[config.mk]
export PLATFORM = sky130hd
export DESIGN_NAME = wb_stage
export DESIGN_NICKNAME = d
export VERILOG_FILES = /design/src/rtl/wb_stage.sv
export SDC_FILE = /design/constraint.sdc
export NUM_CORES = 1
export LEC_CHECK = 0
export ABC_AREA = 1
export BUFFER_PORTS_ARGS = -buffer_cell sky130_fd_sc_hd__clkbuf_2
export CORE_ASPECT_RATIO = 0.7
export CORE_MARGIN = 2
export CORE_UTILIZATION = 45
export CTS_CLUSTER_SIZE = 14
export DETAILED_ROUTE_END_ITERATION = 6
export PLACE_DENSITY = 0.75
export SETUP_SLACK_MARGIN = 0.1
export SLEW_MARGIN = 20
export SYNTH_ARGS = -nofsm -noshare
export SYNTH_HDL_FRONTEND = slang
export SYNTH_SLANG_ARGS = --single-unit
[constraint.sdc]
create_clock -name clk -period 2.6 [get_ports clk]
set_clock_uncertainty 0.2 [all_clocks]
set_input_delay 0.26 -clock clk [delete_from_list [all_inputs] [get_ports clk]]
set_output_delay 0.26 -clock clk [all_outputs]
set_load 0.01 [all_outputs]
[src/rtl/wb_stage.sv]
// Writeback stage: retires ALU results and loads, waits on late load data,
// and flags decode hazards against every destination still in flight.
module wb_stage #(
  parameter int TIMEOUT_CYCLES = 15
) (
  input  logic        clk,
  input  logic        rst,
  input  logic        mem_valid,
  input  logic        MEM_WB_EN_in,
  input  logic        MEM_R_EN_in,
  input  logic [3:0]  Dest_in,
  input  logic [31:0] ALU_Res_in,
  input  logic [31:0] mem_rdata,
  input  logic        mem_rdata_valid,
  input  logic        id_valid,
  input  logic [3:0]  id_Rn,
  input  logic [3:0]  id_src2,
  input  logic        id_two_src,
  output logic        WB_WB_EN,
  output logic [3:0]  WB_Dest,
  output logic [31:0] WB_Value,
  output logic        Hazard,
  output logic        wb_stall,
  output logic        load_timeout,
  output logic [15:0] retire_count
);

  localparam int CW = $clog2(TIMEOUT_CYCLES + 1);
  localparam logic [CW-1:0] TMO = CW'(TIMEOUT_CYCLES);

  typedef enum logic [1:0] {
    IDLE,
    WAIT_LOAD,
    WRITE
  } state_t;

  state_t        state;
  logic [CW-1:0] wait_cnt;
  logic [3:0]    pend_dest;
  logic          accept;
  logic          hit_mem;
  logic          hit_wait;
  logic          hit_wr;

  assign accept   = (state != WAIT_LOAD) & mem_valid & MEM_WB_EN_in;
  assign wb_stall = (state == WAIT_LOAD);

  assign hit_mem  = mem_valid & MEM_WB_EN_in &
                    ((id_Rn == Dest_in) |
                     (id_two_src & (id_src2 == Dest_in)));
  assign hit_wait = (state == WAIT_LOAD) &
                    ((id_Rn == pend_dest) |
                     (id_two_src & (id_src2 == pend_dest)));
  assign hit_wr   = (state == WRITE) &
                    ((id_Rn == WB_Dest) |
                     (id_two_src & (id_src2 == WB_Dest)));
  assign Hazard   = id_valid & (hit_mem | hit_wait | hit_wr);

  always_ff @(posedge clk or negedge rst) begin
    if (!rst) begin
      state        <= IDLE;
      wait_cnt     <= '0;
      pend_dest    <= '0;
      WB_WB_EN     <= 1'b0;
      WB_Dest      <= '0;
      WB_Value     <= '0;
      load_timeout <= 1'b0;
      retire_count <= '0;
    end else begin
      WB_WB_EN <= 1'b0;
      unique case (state)
        IDLE, WRITE: begin
          state <= IDLE;
          if (accept) begin
            if (!MEM_R_EN_in || mem_rdata_valid) begin
              state        <= WRITE;
              WB_WB_EN     <= 1'b1;
              WB_Dest      <= Dest_in;
              WB_Value     <= MEM_R_EN_in ? mem_rdata : ALU_Res_in;
              retire_count <= retire_count + 16'd1;
            end else begin
              state     <= WAIT_LOAD;
              pend_dest <= Dest_in;
              wait_cnt  <= '0;
            end
          end
        end
        WAIT_LOAD: begin
          // late data beats the timeout on the very last wait cycle
          if (mem_rdata_valid) begin
            state        <= WRITE;
            WB_WB_EN     <= 1'b1;
            WB_Dest      <= pend_dest;
            WB_Value     <= mem_rdata;
            retire_count <= retire_count + 16'd1;
          end else if (wait_cnt == TMO) begin
            state        <= IDLE;
            load_timeout <= 1'b1;
          end else begin
            wait_cnt <= wait_cnt + CW'(1);
          end
        end
        default: state <= IDLE;
      endcase
    end
  end

endmodule
==> flow_summary.json, run 1 <==
{
  "fp.dieH_um": 77.1,
  "drc": 0,
  "finalNetCount": 700,
  "wl_per_cell_um": 12.2,
  "grt_pass1_wl_mm": 14.6,
  "setup.worst_path.start_class": "flop",
  "busiest_layer": "met2",
  "slew_viol_final": 0,
  "cts_num_sinks": 64,
  "slew-limit-headroom_pct": 57.1,
  "p_int_w": 0.00211,
  "peakVddDrop_mv": 0.352,
  "die_w_um": 108,
  "grt_overflow_total": 0,
  "yosysSeqAreaShare_pct": 46.7,
  "rsz0062_at_grt": "false",
  "worstPathRequired_ns": 2.66,
  "cts_tree": "done",
  "cap_violations": 0,
  "clk_latency_ns": 0.33,
  "status": "finished clean",
  "p_sw_w": 0.00102,
  "ys_top_cells_by_area": "dfrtp_1 (47%), nand2_1 (16%), o21ai_1 (8.6%)",
  "synth_cell_types": 25,
  "max_freq_mhz": 451,
  "final_cell_count_no_fill": 717,
  "vias": 3345,
  "worstPathCellList": "nand2_2 > inv_2 > nand2_1 > nand2_2 > inv_2 > buf_4 > nand2_1 > o21ai_1",
  "clkTransAtPathRegs_ns": 0.08,
  "synth_nets": 545,
  "fin_util_pct": 62.1,
  "routabilityCongestion": 0.939,
  "die-area_mm2": 0.00835,
  "fp.coreArea_mm2": 0.00735,
  "first_global_vias": 3219,
  "fin_crit_sh_pct": 85.3,
  "crit_path_top_delay_cell": "inv_2",
  "grt_util_met3_pct": 5.10,
  "drt_iter0_markers": 269,
  "grtUsageMet2_pct": 35.8,
  "fin_crit_ns": 2.22,
  "hold_viol_final": 0,
  "p_seq_share_pct": 43.3,
  "dp_hpwl_mm": 6.50,
  "netSwitchingFraction_pct": 32.6,
  "drive_gt1_share_pct": 26.8,
  "fin_setup_tns_ns": 0,
  "cts-root-buf": "clkbuf_8",
  "p_clk_share_pct": 31.1,
  "row_count": 26,
  "start_util_pct": 46.7,
  "grt_max_degree": 65,
  "drt_pass1_iterations": 5,
  "numCtsBuffers": 9,
  "ant_nets": 0,
  "worst_pin_slew_ns": 0.644,
  "yosysWarningCount": 0,
  "synth_cells": 459,
  "avgSynthCellArea_um2": 7.48,
  "diodes": 0,
  "portBuffers": 139,
  "antenna_found_initial": 0,
  "powerDensity_mw_per_mm2": 685,
  "synth_seq_cells": 64,
  "power_w": 0.00313,
  "ios": 140,
  "comb_power_share_pct": 25.6,
  "yosys.area.top_type": "dfrtp_1",
  "endpoint_kind": "flop",
  "setup_violations": 0,
  "synth_top_area_share_pct": 46.7,
  "wl_mm": 8.75,
  "htreeDepth": 3,
  "grt.total_usage_pct": 21.9,
  "clockBufferDepth": 2,
  "dpl.cell_count": 684,
  "hp-class": "input port to flop",
  "slowest_delay_ns": 0.51,
  "syn_to_final_growth_pct": 33.0,
  "worstSetupPathType": "flop to flop",
  "syn_area_mm2": 0.00343,
  "leakagePower_nw": 2.63,
  "via_per_inst": 4.67,
  "crit_fanout": 39,
  "grtUsageMet1_pct": 28.5,
  "cp.arrival_ns": 2.28
}
[cells in the mapped netlist]
library cell / n
xor2_1: 17
inv_2: 2
o211ai_1: 4
nand2_2: 2
nor3_1: 3
xnor2_1: 3
a21oi_1: 3
buf_6: 6
buf_2: 8
inv_1: 69
nor2_1: 24
o21ai_0: 21
or2_1: 1
nor3b_1: 1
nor2_4: 1
nand4_1: 3
nand3_1: 10
dfrtp_1: 64
ha_1: 2
o21a_1: 2
a21o_1: 1
nand2_1: 150
nor2_2: 1
o21ai_1: 59
clkbuf_1: 2
[final cells by class]
cell class              count  area (µm²)
inverters                  71         267
flip-flops and latches     64        1600
multi-input cells         308        1450
clock inverters             6        90.1
repair buffers            160         896
clock buffers              10         138
fillers                   685        2790
well taps                  98         123
[placed cells by master, fill, tap and decap left out, types with 3 or more instances in the layout]
master / Yosys / final
nand4_1: 3 / 3
o21ai_0: 21 / 21
clkbuf_8: 0 / 10
nor2_1: 24 / 24
a21oi_1: 3 / 3
buf_4: 0 / 4
nand3_1: 10 / 10
nand2_1: 150 / 150
xor2_1: 17 / 17
clkbuf_2: 0 / 139
dlygate4sd3_1: 0 / 17
o211ai_1: 4 / 4
o21ai_1: 59 / 59
inv_1: 69 / 69
dfrtp_1: 64 / 64
xnor2_1: 3 / 3
nor3_1: 3 / 3
[worst paths after layout]
kind                                start          endpoint  slack [ns]  cells after the start
max                              state[0]      WB_Value[24]        0.38                      8
min in group asynchronous             rst  retire_count[13]        0.28                      2
min                        ALU_Res_in[25]      WB_Value[25]        0.02                      3
min reg2reg                  load_timeout      load_timeout        0.26                      1
max reg2reg                      state[0]      WB_Value[24]        0.38                      8
max in group asynchronous             rst      WB_Value[14]        1.18                      3
[worst max-delay path: cells and delay by family (launching register included)]
family          cells  cell delay (ns)
buf+inv             3             0.91
simple gates        4             0.51
compound gates      1             0.09
flops               1             0.42
[through the flow]
stage	setup slack (ns)	instance area (µm²)	hold slack [ns]
6_report	0.382	4570	0.0238
4_1_cts	0.357	4560	0.00616
2_1_floorplan	0.878	3430	-0.236
5_1_grt	0.172	4570	0.0145
3_5_place_dp	0.384	4170	0.120
3_3_place_gp	0.472	4170	0.120
[kinds of logic (layout without fill, tap and decap cells)]
kind of cell	after synthesis	count (layout)	share of synthesized area [%]
simple gates	196	196	22.7
compound gates	90	90	13.6
flops	64	64	46.7
buf+inv	87	247	11.1
xor+xnor	20	20	5.10
fa+ha+maj	2	2	0.729
[power by group through the flow]
| stage | clock network, W | registers (W) | logic [W] |
|---|---|---|---|
| after floorplan | 0 | 0.00142 | 0.000370 |
| after global placement | 0 | 0.00136 | 0.000768 |
| after detailed placement | 0 | 0.00137 | 0.000786 |
| after CTS | 0.00101 | 0.00135 | 0.000809 |
| after global routing | 0.00104 | 0.00138 | 0.000917 |
| final | 0.000972 | 0.00135 | 0.000801 |
[registers in the layout, indices dropped and copies added, names as in the netlist]
name          flops
WB_Dest           4
WB_Value         32
WB_WB_EN          1
load_timeout      1
pend_dest         4
retire_count     16
state             2
wait_cnt          4
[timing repair]
item | 4_1_cts | 5_1_grt
endpoints found under the hold margin | 40 | 0
setup buffers | 0 | 0
resized for setup | 0 | 0
hold buffers | 17 | 0
[routing by layer]
metal	vias to the layer above	part of all wire [%]
met3	9	5.6
met1	1500	46
met5	-	0
met4	0	0.81
li1	1732	-
met2	104	48
No activity file was read; power rests on OpenSTA's default activity.
==> inputs of run 2 (changes only) <==
Settings changed: ABC_AREA 1 to unset, PLACE_DENSITY 0.75 to 0.76.
==> run 2 against run 1 <==
First-iteration DRC count down 70%. Power down 5.7%. Clock power down 16%. Critical path depth down 2. Sequential power about the same. Die area down 5.4%. Combinational power down 5.0%. Register-to-register slack worse by 0.08 ns. Maximum frequency down 3.7%. Cell area down 6.3%. Largest cell class unchanged. Clock-buffer cell count up 1.
==> flow_summary.json, run 2 <==
{
  "status": "finished clean",
  "cap_violations": 0,
  "worstHoldStart": "mem_rdata[1]",
  "powerDensity_mw_per_mm2": 689,
  "synth_cell_types": 43,
  "dp_hpwl_mm": 5.82,
  "fp.coreArea_mm2": 0.00685,
  "synth_seq_cells": 64,
  "final_cell_count_no_fill": 554,
  "postCtsSetupBuffers": 0,
  "endpoint_kind": "output pin",
  "numCtsBuffers": 9,
  "worstReg2RegStart": "state[0]",
  "htreeDepth": 3,
  "yosysWarningCount": 0,
  "drive_gt1_share_pct": 37.4,
  "syn_to_final_growth_pct": 32.1,
  "fin_setup_tns_ns": 0,
  "synth_cells": 306,
  "power_w": 0.00295,
  "finalNetCount": 541,
  "avgSynthCellArea_um2": 10.6,
  "largest_reg_flops": 32,
  "wl_per_cell_um": 13.6,
  "die-area_mm2": 0.00790,
  "max_freq_mhz": 434,
  "rsz0062_at_grt": "false",
  "leakagePower_nw": 2.24,
  "grt_overflow_total": 0,
  "ys_dominant_reg_cell": "dfrtp_1",
  "fin_crit_sh_pct": 88.6,
  "synth_edf_count": 0,
  "final_common_cell": "clkbuf_2",
  "layout.area.seq_mm2": 0.00160,
  "worst_pin_slew_ns": 0.816,
  "worstPathCellList": "xor2_1 > nor4_1 > a31oi_1 > nor3b_1 > o41a_1 > clkbuf_2",
  "top_regs": "WB_Value (32), retire_count (16)",
  "fp.dieH_um": 75.0,
  "crit_family": "simple AND/OR/NAND/NOR gates",
  "crit_path_top_delay_cell": "dfrtp_1",
  "syn_area_mm2": 0.00324,
  "peakVddDrop_mv": 0.313,
  "dpl.cell_count": 529,
  "via_per_inst": 4.89,
  "crit_path_start": "WB_Dest[1]",
  "routabilityCongestion": 0.971,
  "largest_register": "WB_Value",
  "yosysMostFrequentCell": "dfrtp_1",
  "synth.top_cells.by_count": "dfrtp_1 (64), nand2_1 (52), o21ai_0 (34)",
  "vias": 2710,
  "drt_pass1_iterations": 4,
  "multi_input_area_mm2": 0.00151,
  "yosysSeqAreaShare_pct": 49.5,
  "worstSetupPathType": "flop to output pin",
  "cts_num_sinks": 64,
  "hp-class": "input port to flop",
  "cts-root-buf": "clkbuf_8",
  "first_global_vias": 2564,
  "clkTransAtPathRegs_ns": 0.07,
  "path_buf_inv": 1,
  "layout_common_cells": "clkbuf_2 (139), dfrtp_1 (64), nand2_1 (52), o21ai_0 (34), mux2i_1 (32)",
  "cts_tree": "done",
  "async_reset_ff_share_pct": 100,
  "grt_max_degree": 34,
  "grt.total_usage_pct": 19.5,
  "synth_top_area_share_pct": 49.5,
  "ys_top_cells_by_area": "dfrtp_1 (49%), mux2i_1 (9.9%), nand2_1 (6.0%)",
  "ios": 140,
  "slowest_delay_ns": 0.42,
  "ant_nets": 0,
  "row_count": 25,
  "synth_nets": 392,
  "antenna_found_initial": 0,
  "portBuffers": 139,
  "die_w_um": 105,
  "cp.arrival_ns": 1.84,
  "slew_viol_final": 0,
  "slew-limit-headroom_pct": 45.6,
  "clk_latency_ns": 0.33,
  "diodes": 0,
  "fin_crit_ns": 2.30,
  "worstPathRequired_ns": 2.14,
  "clockBufferDepth": 2,
  "hold_viol_final": 0,
  "setup_violations": 0,
  "drc": 0,
  "yosys.area.top_type": "dfrtp_1",
  "drt_iter0_markers": 82,
  "dpl_cell_area_mm2": 0.00400,
  "nFillCells": 561,
  "grt_pass1_wl_mm": 12.0,
  "crit_fanout": 4,
  "fin_area_mm2": 0.00428,
  "setup.worst_path.start_class": "flop",
  "start_util_pct": 47.3,
  "wl_mm": 7.54
}
-- run 2: final cells by class --
cell class              count  share of cell area, %
clock inverters             5                   1.35
flip-flops and latches     64                   37.4
repair buffers            152                   19.6
multi-input cells         223                   35.3
inverters                   5                  0.497
clock buffers              11                   3.07
well taps                  94                   2.75
-- run 2: final timing paths --
check,slack (ns),end,depth (start not counted)
worst max-delay path,0.30,Hazard,6
worst min-delay path,0.02,WB_Value[1],3
worst max register to register,0.30,WB_Value[6],7
worst min register to register,0.27,retire_count[15],1
max in group asynchronous,1.20,WB_Dest[3],3
min in group asynchronous,0.35,pend_dest[1],2
-- run 2: kinds of logic after synthesis --
kind of cell             Yosys count  synth area share [%]
adder cells (fa/ha/maj)            2                 0.773
multiplexers                      36                  11.3
buffers and inverters             19                  4.02
AO/OA/AOI/OAI                     53                  9.31
flip-flops                        64                  49.5
XOR/XNOR                          39                  10.5
AND/OR/NAND/NOR                   93                  14.6
-- run 2: metrics by stage --
stage,setup WS [ns],hold WS (ns),util (%)
6_report,0.297,0.0166,62.5
5_1_grt,0.163,0.00891,62.5
3_5_place_dp,0.446,0.192,58.4
2_1_floorplan,0.826,-0.236,-
3_3_place_gp,0.555,0.189,58.4
4_1_cts,0.201,0.000920,62.4
-- run 2: what timing repair did --
action / 4_1_cts / 5_1_grt
resized for setup: 0 / 1
hold buffers: 9 / 0
setup endpoints to repair: 0 / 3
endpoints found under the hold margin: 36 / 0
-- run 2: tightest hold or removal path, delay by kind of cell --
kind	cells	cell delay [ns]
compound gates	1	0.13
buf+inv	1	0.07
mux	1	0.05
-- run 2: where the power goes --
group          internal (W)  leakage [nW]  switching (W)
combinational      0.000357          1.33       0.000403
sequential          0.00119         0.808       0.000181
clock              0.000443        0.0973       0.000374
-- run 2: per-layer routing --
layer	GRT usage (%)	up-vias	wire, µm
met3	5.71	12	520
met5	0	-	0
li1	-	1358	-
met1	25.3	1241	3420
met2	31.9	99	3500
met4	6.96	0	98
==> inputs of run 3 (changes only) <==
Settings changed: CAP_MARGIN set to 20, GPL_TIMING_DRIVEN set to 0.
==> run 3 against run 2 <==
Final cell count up 2.2%. Power up 4.8%. Hold slack worse by 0.0069 ns. Clock power up 14%. Flip-flop and latch count unchanged. Global-route usage up 1.6 points. Critical path depth up 3. Sequential power about the same. Wire length up 7.5%. Cell area up 3.2%.
==> flow_summary.json, run 3 (synthesis gave the netlist of run 2 again) <==
{
  "status": "finished clean",
  "leakagePower_nw": 2.31,
  "fin_setup_tns_ns": 0,
  "row_count": 25,
  "p_int_w": 0.00212,
  "top_regs": "WB_Value (32), retire_count (16)",
  "layout_common_cells": "clkbuf_2 (139), dfrtp_1 (64), nand2_1 (52), o21ai_0 (34), mux2i_1 (32)",
  "cts-root-buf": "clkbuf_8",
  "antenna_found_initial": 0,
  "via_per_inst": 4.99,
  "crit_fanout": 10,
  "largest_reg_flops": 32,
  "hp-class": "input port to flop",
  "fp.coreArea_mm2": 0.00685,
  "routabilityCongestion": 0.990,
  "setup_violations": 0,
  "netSwitchingFraction_pct": 31.4,
  "slew-limit-headroom_pct": 73.9,
  "dp_slack_ns": 0.644,
  "peakVddDrop_mv": 0.412,
  "drt_iter0_markers": 103,
  "fin_crit_sh_pct": 91.1,
  "p_sw_w": 0.000969,
  "drive_gt1_share_pct": 38.6,
  "endpoint_kind": "flop",
  "cts_num_sinks": 64,
  "worstSetupPathType": "flop to flop",
  "largest_register": "WB_Value",
  "fp.dieH_um": 75.0,
  "p_seq_share_pct": 44.5,
  "timing.hold.ws_ns": 0.00976,
  "setup.worst_path.start_class": "flop",
  "die-area_mm2": 0.00790,
  "start_util_pct": 47.3,
  "worst_slack_ns": 0.230,
  "drt_pass1_iterations": 4,
  "dpl_cell_area_mm2": 0.00408,
  "powerDensity_mw_per_mm2": 700,
  "cp.arrival_ns": 2.40,
  "clkTransAtPathRegs_ns": 0.07,
  "p_clk_share_pct": 30.2,
  "slew_viol_final": 0,
  "ios": 140,
  "worstPathRequired_ns": 2.63,
  "syn_to_final_growth_pct": 36.3,
  "diodes": 0,
  "cap_violations": 0,
  "fin_crit_ns": 2.37,
  "wl_mm": 8.11,
  "max_freq_mhz": 422,
  "grt_max_degree": 48,
  "dp_hpwl_mm": 6.20,
  "die_w_um": 105,
  "first_global_vias": 2703,
  "comb_power_share_pct": 25.3,
  "portBuffers": 139,
  "rsz0062_at_grt": "false",
  "clockBufferDepth": 2,
  "power_w": 0.00309,
  "drc": 0,
  "wl_per_cell_um": 14.3,
  "fin_area_mm2": 0.00441,
  "ant_nets": 0,
  "worst_pin_slew_ns": 0.391,
  "hold_viol_final": 0,
  "final_common_cell": "clkbuf_2",
  "grt_overflow_total": 0,
  "grt.total_usage_pct": 21.1,
  "finalNetCount": 554,
  "postCtsSetupBuffers": 0,
  "clk_latency_ns": 0.35,
  "vias": 2827,
  "numCtsBuffers": 9,
  "grt_pass1_wl_mm": 13.0,
  "htreeDepth": 3,
  "cts_tree": "done"
}
==> run 3: changes by cell type in the layout (fill, tap and decap cells not counted), moves of 2 or more <==
cell / change
buf_6: +5
buf_4: +3
buf_12: -2
buf_2: +2
dlygate4sd3_1: +2
==> run 3: timing repair <==
item / 4_1_cts / 5_1_grt
endpoints found under the hold margin: 70 / 0
hold buffers: 11 / 0
setup endpoints to repair: 0 / 1
resized for setup: 0 / 1
==> run 3: worst max-delay path, cell delays in order, from the launching register on <==
cell and delay (ns):
dfrtp_1 0.40, nand2b_1 0.09, buf_6 0.14, inv_4 0.04
buf_6 0.13, nor2_4 0.17, buf_4 0.26, mux2i_1 0.20
dlygate4sd3_1 0.57, o21ai_1 0.06
==> run 3: worst paths after layout <==
check | start | to | slack (ns) | cells past startpoint
min in group asynchronous | rst | pend_dest[3] | 0.15 | 2
max | state[0] | WB_Value[6] | 0.23 | 9
max in group asynchronous | rst | WB_Value[10] | 1.53 | 3
min reg2reg | retire_count[15] | retire_count[15] | 0.27 | 1
max reg2reg | state[0] | WB_Value[6] | 0.23 | 9
min | ALU_Res_in[14] | WB_Value[14] | 0.01 | 3
==> run 3: final cells by class <==
cell class                 instances  area [µm²]
tap                               94         118
clock buffer                      10         138
inverter                           5        21.3
buffer                            14         113
timing repair buffer             151         836
fill                             589        2440
sequential                        64        1600
clock inverter                     5        81.3
multi-input combinational        223        1510
==> run 3: stage by stage <==
step	util (%)	std cells
2_1_floorplan	-	306
3_3_place_gp	59.1	539
3_5_place_dp	59.6	540
4_1_cts	64.4	566
5_1_grt	64.4	566
6_report	64.4	566
==> run 3: power by group through the flow <==
stage	Clock (W)	Sequential, W	Combinational, W
finish	0.000933	0.00137	0.000782
global route	0.00101	0.00140	0.000875
CTS	0.000962	0.00137	0.000792
detailed placement	0	0.00139	0.000776
global placement	0	0.00138	0.000750
floorplan	0	0.00143	0.000352
==> run 3: layer usage <==
layer  GRT usage (%)  vias up  wire, µm
met2            34.1      106      3810
met4            6.81        0        92
met3            4.94       11       584
met5               0        -         0
met1            28.9     1321      3620
li1                -     1389         -
